==> config.mk <==
export PLATFORM = sky130hd
export DESIGN_NAME = io_cycle_responder
export DESIGN_NICKNAME = d
export VERILOG_FILES = /design/src/rtl/io_cycle_responder.sv
export SDC_FILE = /design/constraint.sdc
export NUM_CORES = 1
export LEC_CHECK = 0
export ABC_AREA = 1
export BUFFER_PORTS_ARGS = -buffer_cell sky130_fd_sc_hd__buf_2
export CAP_MARGIN = 20
export CORE_MARGIN = 4
export CORE_UTILIZATION = 47
export CTS_BUF_LIST = sky130_fd_sc_hd__clkbuf_4 sky130_fd_sc_hd__clkbuf_8
export CTS_CLUSTER_DIAMETER = 40
export DETAILED_ROUTE_END_ITERATION = 6
export GPL_TIMING_DRIVEN = 0
export PLACE_DENSITY = 0.83
export SETUP_SLACK_MARGIN = 0.15
export SYNTH_ARGS = -nofsm -noshare
export SYNTH_HDL_FRONTEND = slang
export SYNTH_SLANG_ARGS = --single-unit
export TNS_END_PERCENT = 100
==> constraint.sdc <==
create_clock -name clock -period 2.16 [get_ports clock]
set_input_delay 0 -clock clock [delete_from_list [all_inputs] [get_ports clock]]
set_output_delay 0 -clock clock [all_outputs]
set_load 0.01 [all_outputs]
==> src/rtl/io_cycle_responder.sv <==
// ---------------------------------------------------------------------------
// io_cycle_responder
//
// Purpose:
//   Answers CPU I/O cycles. A fresh rising level on ioread or iowrite starts
//   a cycle: the address and write data are latched, a programmable number of
//   wait states is inserted (io_ready low), and on completion a one-clock
//   read/write strobe is issued together with the registered read data.
//   Ports 30h-33h (IDE 8255) get their own wait-state count and hold
//   ide_rd/ide_wr for the whole cycle; port 35h drives the USB FIFO pop/push.
//
// Parameters:
//   WS_IDE      wait-state clocks for ports 30h-33h
//   WS_DEFAULT  wait-state clocks for every other port
//
// Ports:
//   clock        sole clock, rising edge
//   reset        synchronous active-high reset
//   address      CPU I/O port address A7-A0
//   ioread       high during an I/O read cycle (sINP)
//   iowrite      high during an I/O write cycle (sOUT)
//   cpu_dout     CPU write data
//   iobyte_in    read source for port 36h
//   usb_status   read source for ports 00h/34h
//   usb_rxd      read source for ports 01h/35h
//   fbar_in      read source for port 06h
//   ide_rdata    read source for ports 30h-33h
//   cpu_din      registered read data (FFh outside a completed read)
//   io_ready     low while wait states are being inserted
//   port_q       address latched at cycle start
//   wdata_q      write data latched at cycle start
//   rd_strobe    one-clock pulse on read completion
//   wr_strobe    one-clock pulse on write completion
//   usb_rx_pop   one-clock pulse on completed read of port 35h
//   usb_tx_push  one-clock pulse on completed write of port 35h
//   ide_rd       high through WAIT and DONE of an IDE read
//   ide_wr       high through WAIT and DONE of an IDE write
// ---------------------------------------------------------------------------
module io_cycle_responder #(
  parameter int WS_IDE     = 3,
  parameter int WS_DEFAULT = 0
) (
  input  logic       clock,
  input  logic       reset,
  input  logic [7:0] address,
  input  logic       ioread,
  input  logic       iowrite,
  input  logic [7:0] cpu_dout,
  input  logic [7:0] iobyte_in,
  input  logic [7:0] usb_status,
  input  logic [7:0] usb_rxd,
  input  logic [7:0] fbar_in,
  input  logic [7:0] ide_rdata,
  output logic [7:0] cpu_din,
  output logic       io_ready,
  output logic [7:0] port_q,
  output logic [7:0] wdata_q,
  output logic       rd_strobe,
  output logic       wr_strobe,
  output logic       usb_rx_pop,
  output logic       usb_tx_push,
  output logic       ide_rd,
  output logic       ide_wr
);

  typedef enum logic [1:0] {
    IDLE = 2'd0,
    WAIT = 2'd1,
    DONE = 2'd2
  } state_t;

  localparam logic [7:0] WS_IDE_C     = 8'(WS_IDE);
  localparam logic [7:0] WS_DEFAULT_C = 8'(WS_DEFAULT);
  localparam logic [7:0] USB_DATA_PORT = 8'h35;

  state_t     state;
  logic [7:0] wait_cnt;
  logic       cycle_write;
  logic       io_prev;

  // Read-data source selection by port number; unmapped ports read FFh.
  function automatic logic [7:0] read_mux(
    input logic [7:0] port,
    input logic [7:0] src_iobyte,
    input logic [7:0] src_status,
    input logic [7:0] src_rxd,
    input logic [7:0] src_fbar,
    input logic [7:0] src_ide
  );
    logic [7:0] result;
    case (port)
      8'h00, 8'h34:               result = src_status;
      8'h01, 8'h35:               result = src_rxd;
      8'h06:                      result = src_fbar;
      8'h36:                      result = src_iobyte;
      8'h30, 8'h31, 8'h32, 8'h33: result = src_ide;
      default:                    result = 8'hFF;
    endcase
    return result;
  endfunction

  logic       io_active;
  logic       cycle_start;
  logic       start_illegal;
  logic       start_ide;
  logic [7:0] start_count;
  logic       wait_abort;

  // Cycle start needs a fresh low-to-high level; io_prev is forced high in
  // reset so a level held through reset is not mistaken for an edge.
  always_comb begin
    io_active     = ioread | iowrite;
    cycle_start   = (state == IDLE) && io_active && !io_prev;
    start_illegal = ioread & iowrite;
    start_ide     = (address[7:2] == 6'b001100);
    start_count   = start_ide ? WS_IDE_C : WS_DEFAULT_C;
    wait_abort    = cycle_write ? !iowrite : !ioread;
  end

  logic       done_entry;
  logic       done_write;
  logic [7:0] done_port;
  logic [7:0] done_rdata;

  // Completion happens either straight from IDLE (zero wait states) or at
  // the end of WAIT. In the IDLE case port_q is not yet loaded, so the live
  // address is used; it is the same value port_q captures on that edge.
  always_comb begin
    done_entry = 1'b0;
    done_write = 1'b0;
    done_port  = port_q;
    if (cycle_start && !start_illegal && (start_count == 8'd0)) begin
      done_entry = 1'b1;
      done_write = iowrite;
      done_port  = address;
    end else if ((state == WAIT) && !wait_abort && (wait_cnt <= 8'd1)) begin
      done_entry = 1'b1;
      done_write = cycle_write;
      done_port  = port_q;
    end
    done_rdata = read_mux(done_port, iobyte_in, usb_status, usb_rxd,
                          fbar_in, ide_rdata);
  end

  // Main cycle FSM with all outputs registered. Pulses default low every
  // clock and are raised only on the DONE entry edge, so a held DONE never
  // produces a second strobe.
  always_ff @(posedge clock) begin
    if (reset) begin
      state       <= IDLE;
      wait_cnt    <= 8'd0;
      cycle_write <= 1'b0;
      io_prev     <= 1'b1;
      cpu_din     <= 8'hFF;
      io_ready    <= 1'b1;
      port_q      <= 8'h00;
      wdata_q     <= 8'h00;
      rd_strobe   <= 1'b0;
      wr_strobe   <= 1'b0;
      usb_rx_pop  <= 1'b0;
      usb_tx_push <= 1'b0;
      ide_rd      <= 1'b0;
      ide_wr      <= 1'b0;
    end else begin
      io_prev     <= io_active;
      rd_strobe   <= 1'b0;
      wr_strobe   <= 1'b0;
      usb_rx_pop  <= 1'b0;
      usb_tx_push <= 1'b0;

      case (state)
        IDLE: begin
          if (cycle_start) begin
            port_q      <= address;
            wdata_q     <= cpu_dout;
            cycle_write <= iowrite & !ioread;
            if (start_illegal) begin
              // Both status lines high: park in DONE with no side effects.
              state <= DONE;
            end else begin
              ide_rd <= start_ide & ioread;
              ide_wr <= start_ide & iowrite;
              if (start_count != 8'd0) begin
                wait_cnt <= start_count;
                io_ready <= 1'b0;
                state    <= WAIT;
              end else begin
                state <= DONE;
              end
            end
          end
        end

        WAIT: begin
          if (wait_abort) begin
            // The CPU dropped its status line early: abandon silently.
            state    <= IDLE;
            wait_cnt <= 8'd0;
            io_ready <= 1'b1;
            ide_rd   <= 1'b0;
            ide_wr   <= 1'b0;
          end else if (wait_cnt <= 8'd1) begin
            wait_cnt <= 8'd0;
            io_ready <= 1'b1;
            state    <= DONE;
          end else begin
            wait_cnt <= wait_cnt - 8'd1;
          end
        end

        DONE: begin
          if (!io_active) begin
            state   <= IDLE;
            cpu_din <= 8'hFF;
            ide_rd  <= 1'b0;
            ide_wr  <= 1'b0;
          end
        end

        default: begin
          state    <= IDLE;
          io_ready <= 1'b1;
        end
      endcase

      if (done_entry) begin
        if (done_write) begin
          wr_strobe   <= 1'b1;
          usb_tx_push <= (done_port == USB_DATA_PORT);
        end else begin
          rd_strobe   <= 1'b1;
          usb_rx_pop  <= (done_port == USB_DATA_PORT);
          cpu_din     <= done_rdata;
        end
      end
    end
  end

endmodule

; Yosys cells after proc, flatten, opt, wreduce, memory -nomap -nowiden
; Cells that the tools add are included.
[totals]
reg_bits = 43
inputBits = 60
out_inout_bits = 31
elab_cells = 111
[classes]
add_sub_neg = 1
magnitude_cmp = 1
n_eq_ne = 18
muxes = 41
bitwise = 8
reduce_logical = 28
[ops]
columns = cell, n
row1 = 2-to-1 mux 8 bit, 10
row2 = == test 8 x 6 -> 1 bit (second input constant), 7
row3 = case mux 8 bit (5 select lines), 1
row4 = 2-to-1 mux 1 bit, 18
row5 = logical NOT 8 bit, 2
row6 = case mux 8 bit (2 select lines), 1
row7 = 2-to-1 mux 2 bit, 7
row8 = AND reduction 5 bit, 2
row9 = case mux 1 bit (3 select lines), 3
row10 = == test 8 x 1 -> 1 bit (second input constant), 1
row11 = == test 8 x 3 -> 1 bit (second input constant), 1
row12 = less-or-equal comparator 8 x 1 -> 1 bit (second input constant), 1
row13 = != test 2 bit (second input constant), 4
row14 = nonzero test 8 bit, 1
row15 = subtractor 8 x 1 -> 8 bit (second input constant), 1
row16 = == test 6 x 4 -> 1 bit (second input constant), 1
row17 = logical AND 1 bit, 6
row18 = case mux 2 bit (3 select lines), 1
row19 = OR reduction 2 bit, 3
row20 = OR reduction 3 bit, 2
row21 = logical NOT 1 bit, 5
row22 = AND 1 bit, 4
row23 = AND reduction 4 bit, 1
row24 = OR reduction 4 bit, 1
row25 = other kinds (11), 13

; Longest topological paths before layout
[logic_depth]
ltp_word = 11
ltp_mapped = 18
mapped_depth_nobuf = 17

; Worst setup path after synthesis
; Ideal clock, no wire load.
[synth_timing]
path_kind = flip-flop to flip-flop
startpoint = register state[0]
endpoint = register cpu_din[7]
setup_time_ns = 0.117
arrival_time_ns = 1.939
t_required_ns = 2.043
path_slack_ns = 0.104
path_stages_with_launch = 18
path_buffers = 2
period_less_slack_ns = 2.056
cell_sequence = dfxtp_1 inv_1 ha_1 nand2_1 nor2_4 nand3_2 buf_6 o21ai_2 nand2_2 nor2_2 buf_6 nand2_2 nand2_2 nand2_2 nand2_4 nand2_2 o21bai_1 nand2_1
[synth_between]
elab_chain_cells = 11
word_cells_on_any_way = 31
cone_classes = eq/ne (11) / mux (9) / reduce/logical (11)
[synth_rtl]
columns = element, line
row1 = "start, declared", 76  ; state_t state;
row2 = "start signal, assigned", 150  ; state <= IDLE;
row3 = "start signal, assigned", 179  ; state <= DONE;
row4 = "start signal, assigned", 186  ; state <= WAIT;
row5 = logical NOT 2 bit, 113  ; cycle_start = (state == IDLE) && io_active && !io_prev;
row6 = logical AND 1 bit (2 in series), 113
row7 = logical AND 1 bit (2 in series), 132  ; if (cycle_start && !start_illegal && (start_count == 8'd0)) begin
row8 = 2-to-1 mux 8 bit, 132
row9 = "== test 8 x 6 -> 1 bit, or another cell as far along", 91  ; case (port)
row10 = OR reduction 4 bit / OR reduction 2 bit (equally long branches), 91
row11 = case mux 8 bit (5 select lines), 91
row12 = 2-to-1 mux 8 bit, 227  ; if (done_write) begin
row13 = 2-to-1 mux 8 bit (*), 226  ; if (done_entry) begin
row14 = "end signal, assigned", 233  ; cpu_din <= done_rdata;
row15 = "end, declared", 54  ; output logic [7:0] cpu_din,
; Mark *: on every way between the ends. The rest lies on a longest branch, timed or not.
; A chain may end at the register's enable or synchronous reset.

; Worst setup path in the final report
; Ends and elaborated chain as after synthesis.

==> flow_summary.json <==
{
  "setup_ws_ns": -0.0180,
  "cts-htree-levels": 2,
  "fillCellCount": 387,
  "fin_util_pct": 74.4,
  "initial_core_util_pct": 49.3,
  "path_depth": 18,
  "grt_pass1_vias": 2929,
  "fp.coreArea_mm2": 0.00517,
  "cts_tree": "done",
  "syn-num-nets": 447,
  "clock_path_buffers": 2,
  "skew_ns": 0.00190,
  "drt_iter0_drc": 108,
  "num_antenna_cells": 0,
  "reg2reg_to": "cpu_din[7]$_SDFF_PP1_",
  "viasPerCell": 5.24,
  "p_per_area_mw_per_mm2": 886,
  "dp_hpwl_um": 5360,
  "dr_total_vias": 3102,
  "grt_antenna_before_repair": 0,
  "period_share_pct": 101,
  "yosys_warnings": 0,
  "path_delay_family": "simple AND/OR/NAND/NOR gates",
  "wire_per_inst_um": 14.1,
  "crit_fanout": 8,
  "design.portCount": 91,
  "syn_area_mm2": 0.00255,
  "clockRootBuffer": "clkbuf_8",
  "drt_wl_total_um": 8330,
  "crit_top_cell": "nand2_2",
  "critical_path.endpoint_type": "flip-flop",
  "multi_input_area_mm2": 0.00177,
  "worst-r2r-cell-count": 18,
  "required_ns": 2.35,
  "setup_tns_ns": -0.0286,
  "instances_no_fill": 592,
  "die_h_um": 81.7,
  "cts_buffers": 5,
  "status": "finished, violations left",
  "total_leakage_power_nw": 1.83,
  "irDropWorstVdd_uv": 733,
  "fmax_mhz": 459,
  "synth_cells": 381,
  "maxSlewHeadroom_pct": 65.7,
  "setup.worst_path.class": "flip-flop to flip-flop",
  "worstMarginPinSlew_ns": 0.514,
  "routabilityCongestion": 0.868,
  "drc_errors": 0,
  "cp-start-kind": "flip-flop",
  "slew_violations": 0,
  "cp_data_arrival_time_ns": 2.37,
  "grt_overflow": 0,
  "hold_viol": 0,
  "min_period_ns": 2.18,
  "seq_area_um2": 863,
  "cpPeakStageDelay_ns": 0.33,
  "clock_latency_ns": 0.29,
  "syn_to_final_growth_pct": 50.8,
  "rows": 26,
  "rsz0062_at_grt": "yes",
  "dr.pass1.iters": 5,
  "die_area_mm2": 0.00667,
  "synth_edf_count": 0,
  "worst-path-buf-inv": 3,
  "placed_area_mm2": 0.00310,
  "final_common_cell": "buf_2",
  "r2r_start": "state[0]$_SDFFE_PP0P_",
  "reg2reg_slack_ns": -0.02,
  "gr-usage-all-layers_pct": 23.5,
  "yosysSeqAreaShare_pct": 33.8,
  "clk_pin_slew_ns": 0.08,
  "power_mw": 3.41,
  "async_flop_share_pct": 0,
  "dpl.cell_count": 541,
  "crit_start": "state[0]$_SDFFE_PP0P_",
  "synth_ff_type": "dfxtp_1",
  "syn_area_per_cell_um2": 6.69,
  "grt_pass1_wl_um": 12700,
  "grt_start_max_net_pins": 14,
  "stdcell_area_mm2": 0.00385,
  "violations": "negative setup slack",
  "final_cell_mix": "93 x buf_2, 70 x nand2_1, 42 x nor2_1, 41 x dfxtp_1, 30 x inv_1",
  "max_cap_violations": 0,
  "nNetsFinal": 587,
  "cts_sinks": 43,
  "setup_violations": 4,
  "die_x_um": 81.7,
  "final_layout_size_suffix_gt1_share_pct": 43.7,
  "whs_ns": 0.0159,
  "hp-class": "input pin to flip-flop",
  "numPortBuffers": 90,
  "ys_ff_latch": 43,
  "ant_nets": 0,
  "slowest_stage": "dfxtp_2",
  "ys_types": 38,
  "path_cells": "inv_2, ha_4, inv_4, nor2_4, nand2_4, nor2_8, nand3_1, nand2_1, nand2_2, nor2_4, buf_6, nand2_2, nand2_2, nand2_2, nand2_4, nand2_2, o21bai_1, nand2_1",
  "dp_worst_setup_slack_ns": -0.135,
  "cp-endpoint": "cpu_din[7]$_SDFF_PP1_"
}
## sequential cells by signal, summed over array words and instances (netlist names)
| register | count |
|---|---|
| io_prev | 1 |
| port_q | 8 |
| rd_strobe | 1 |
| wait_cnt | 8 |
| ide_rd | 1 |
| usb_rx_pop | 1 |
| ide_wr | 1 |
| state | 2 |
| wr_strobe | 1 |
| cpu_din | 8 |
| io_ready | 1 |
| cycle_write | 1 |
| wdata_q | 8 |
| usb_tx_push | 1 |
## area by class of cell
| class | instances | area share, % |
|---|---|---|
| clock buffer | 6 | 1.98 |
| multi-input combinational | 291 | 46.0 |
| sequential | 43 | 22.4 |
| buffer | 13 | 2.37 |
| tap | 70 | 2.28 |
| timing repair buffer | 132 | 21.0 |
| inverter | 35 | 3.55 |
| clock inverter | 2 | 0.325 |
## worst min path at each step
stage	startpoint	cells past startpoint	slack, ns	to
after floorplan	reset	1	0.08	wait_cnt[0]$_SDFFE_PP0P_
after global placement	reset	2	0.20	wait_cnt[0]$_SDFFE_PP0P_
after detailed placement	reset	2	0.21	wait_cnt[0]$_SDFFE_PP0P_
after CTS	usb_status[4]	5	0.01	cpu_din[4]$_SDFF_PP1_
after global routing	usb_status[6]	5	0.02	cpu_din[6]$_SDFF_PP1_
final	usb_status[4]	5	0.02	cpu_din[4]$_SDFF_PP1_
## where the power goes
group | internal, mW | total (mW) | leakage [nW] | switching, mW
Clock | 0.239 | 0.517 | 0.0446 | 0.278
Sequential | 0.930 | 1.02 | 0.350 | 0.0930
Combinational | 0.790 | 1.87 | 1.43 | 1.08
Total | 1.96 | 3.41 | 1.83 | 1.45
## Yosys cell counts (all sizes together) (2+ instances only)
library cell  instances  area, um^2
nand3b                2        15.0
inv                  35         131
ha                    6        75.1
o22ai                 3        18.8
dfxtp                43         861
clkbuf                5        18.8
a211oi                3        22.5
o21a                  2        15.0
nor3                  9        45.0
nor2                 55         250
nand3                45         250
or2                   8        50.1
buf                   8        72.6
o21ai                23         119
a21oi                28         144
nand2                98         403
## cells by family after synthesis
kind of cell / after synthesis / share of synthesized area [%]
XOR/XNOR: 2 / 0.687
buffers and inverters: 48 / 8.73
flip-flops: 43 / 33.8
adder cells (fa/ha/maj): 6 / 2.94
AO/OA/AOI/OAI: 61 / 13.1
AND/OR/NAND/NOR: 221 / 40.8
## routing by layer
metal	routed length, um	vias to the layer above	global-route usage, %
met5	0	-	0
met4	165	0	7.81
met3	732	18	5.70
met2	4090	139	41.6
met1	3340	1417	27.8
li1	-	1528	-
## worst reg2reg max path, stage by stage, from the launching register on
cell      delay, ns
dfxtp_2        0.33
inv_2          0.07
ha_4           0.16
inv_4          0.04
nor2_4         0.11
nand2_4        0.11
nor2_8         0.16
nand3_1        0.10
nand2_1        0.11
nand2_2        0.07
nor2_4         0.14
buf_6          0.14
nand2_2        0.05
nand2_2        0.06
nand2_2        0.06
nand2_4        0.11
nand2_2        0.05
o21bai_1       0.13
nand2_1        0.06
## repair_timing
action	4_1_cts	5_1_grt
cloned	5	0
pin swaps	18	27
hold buffers	15	0
endpoints found under the hold margin	15	0
gates resized for setup	36	41
endpoints found under the setup margin	11	17
buffers inserted	11	12
(Power assumes the default switching activity.)
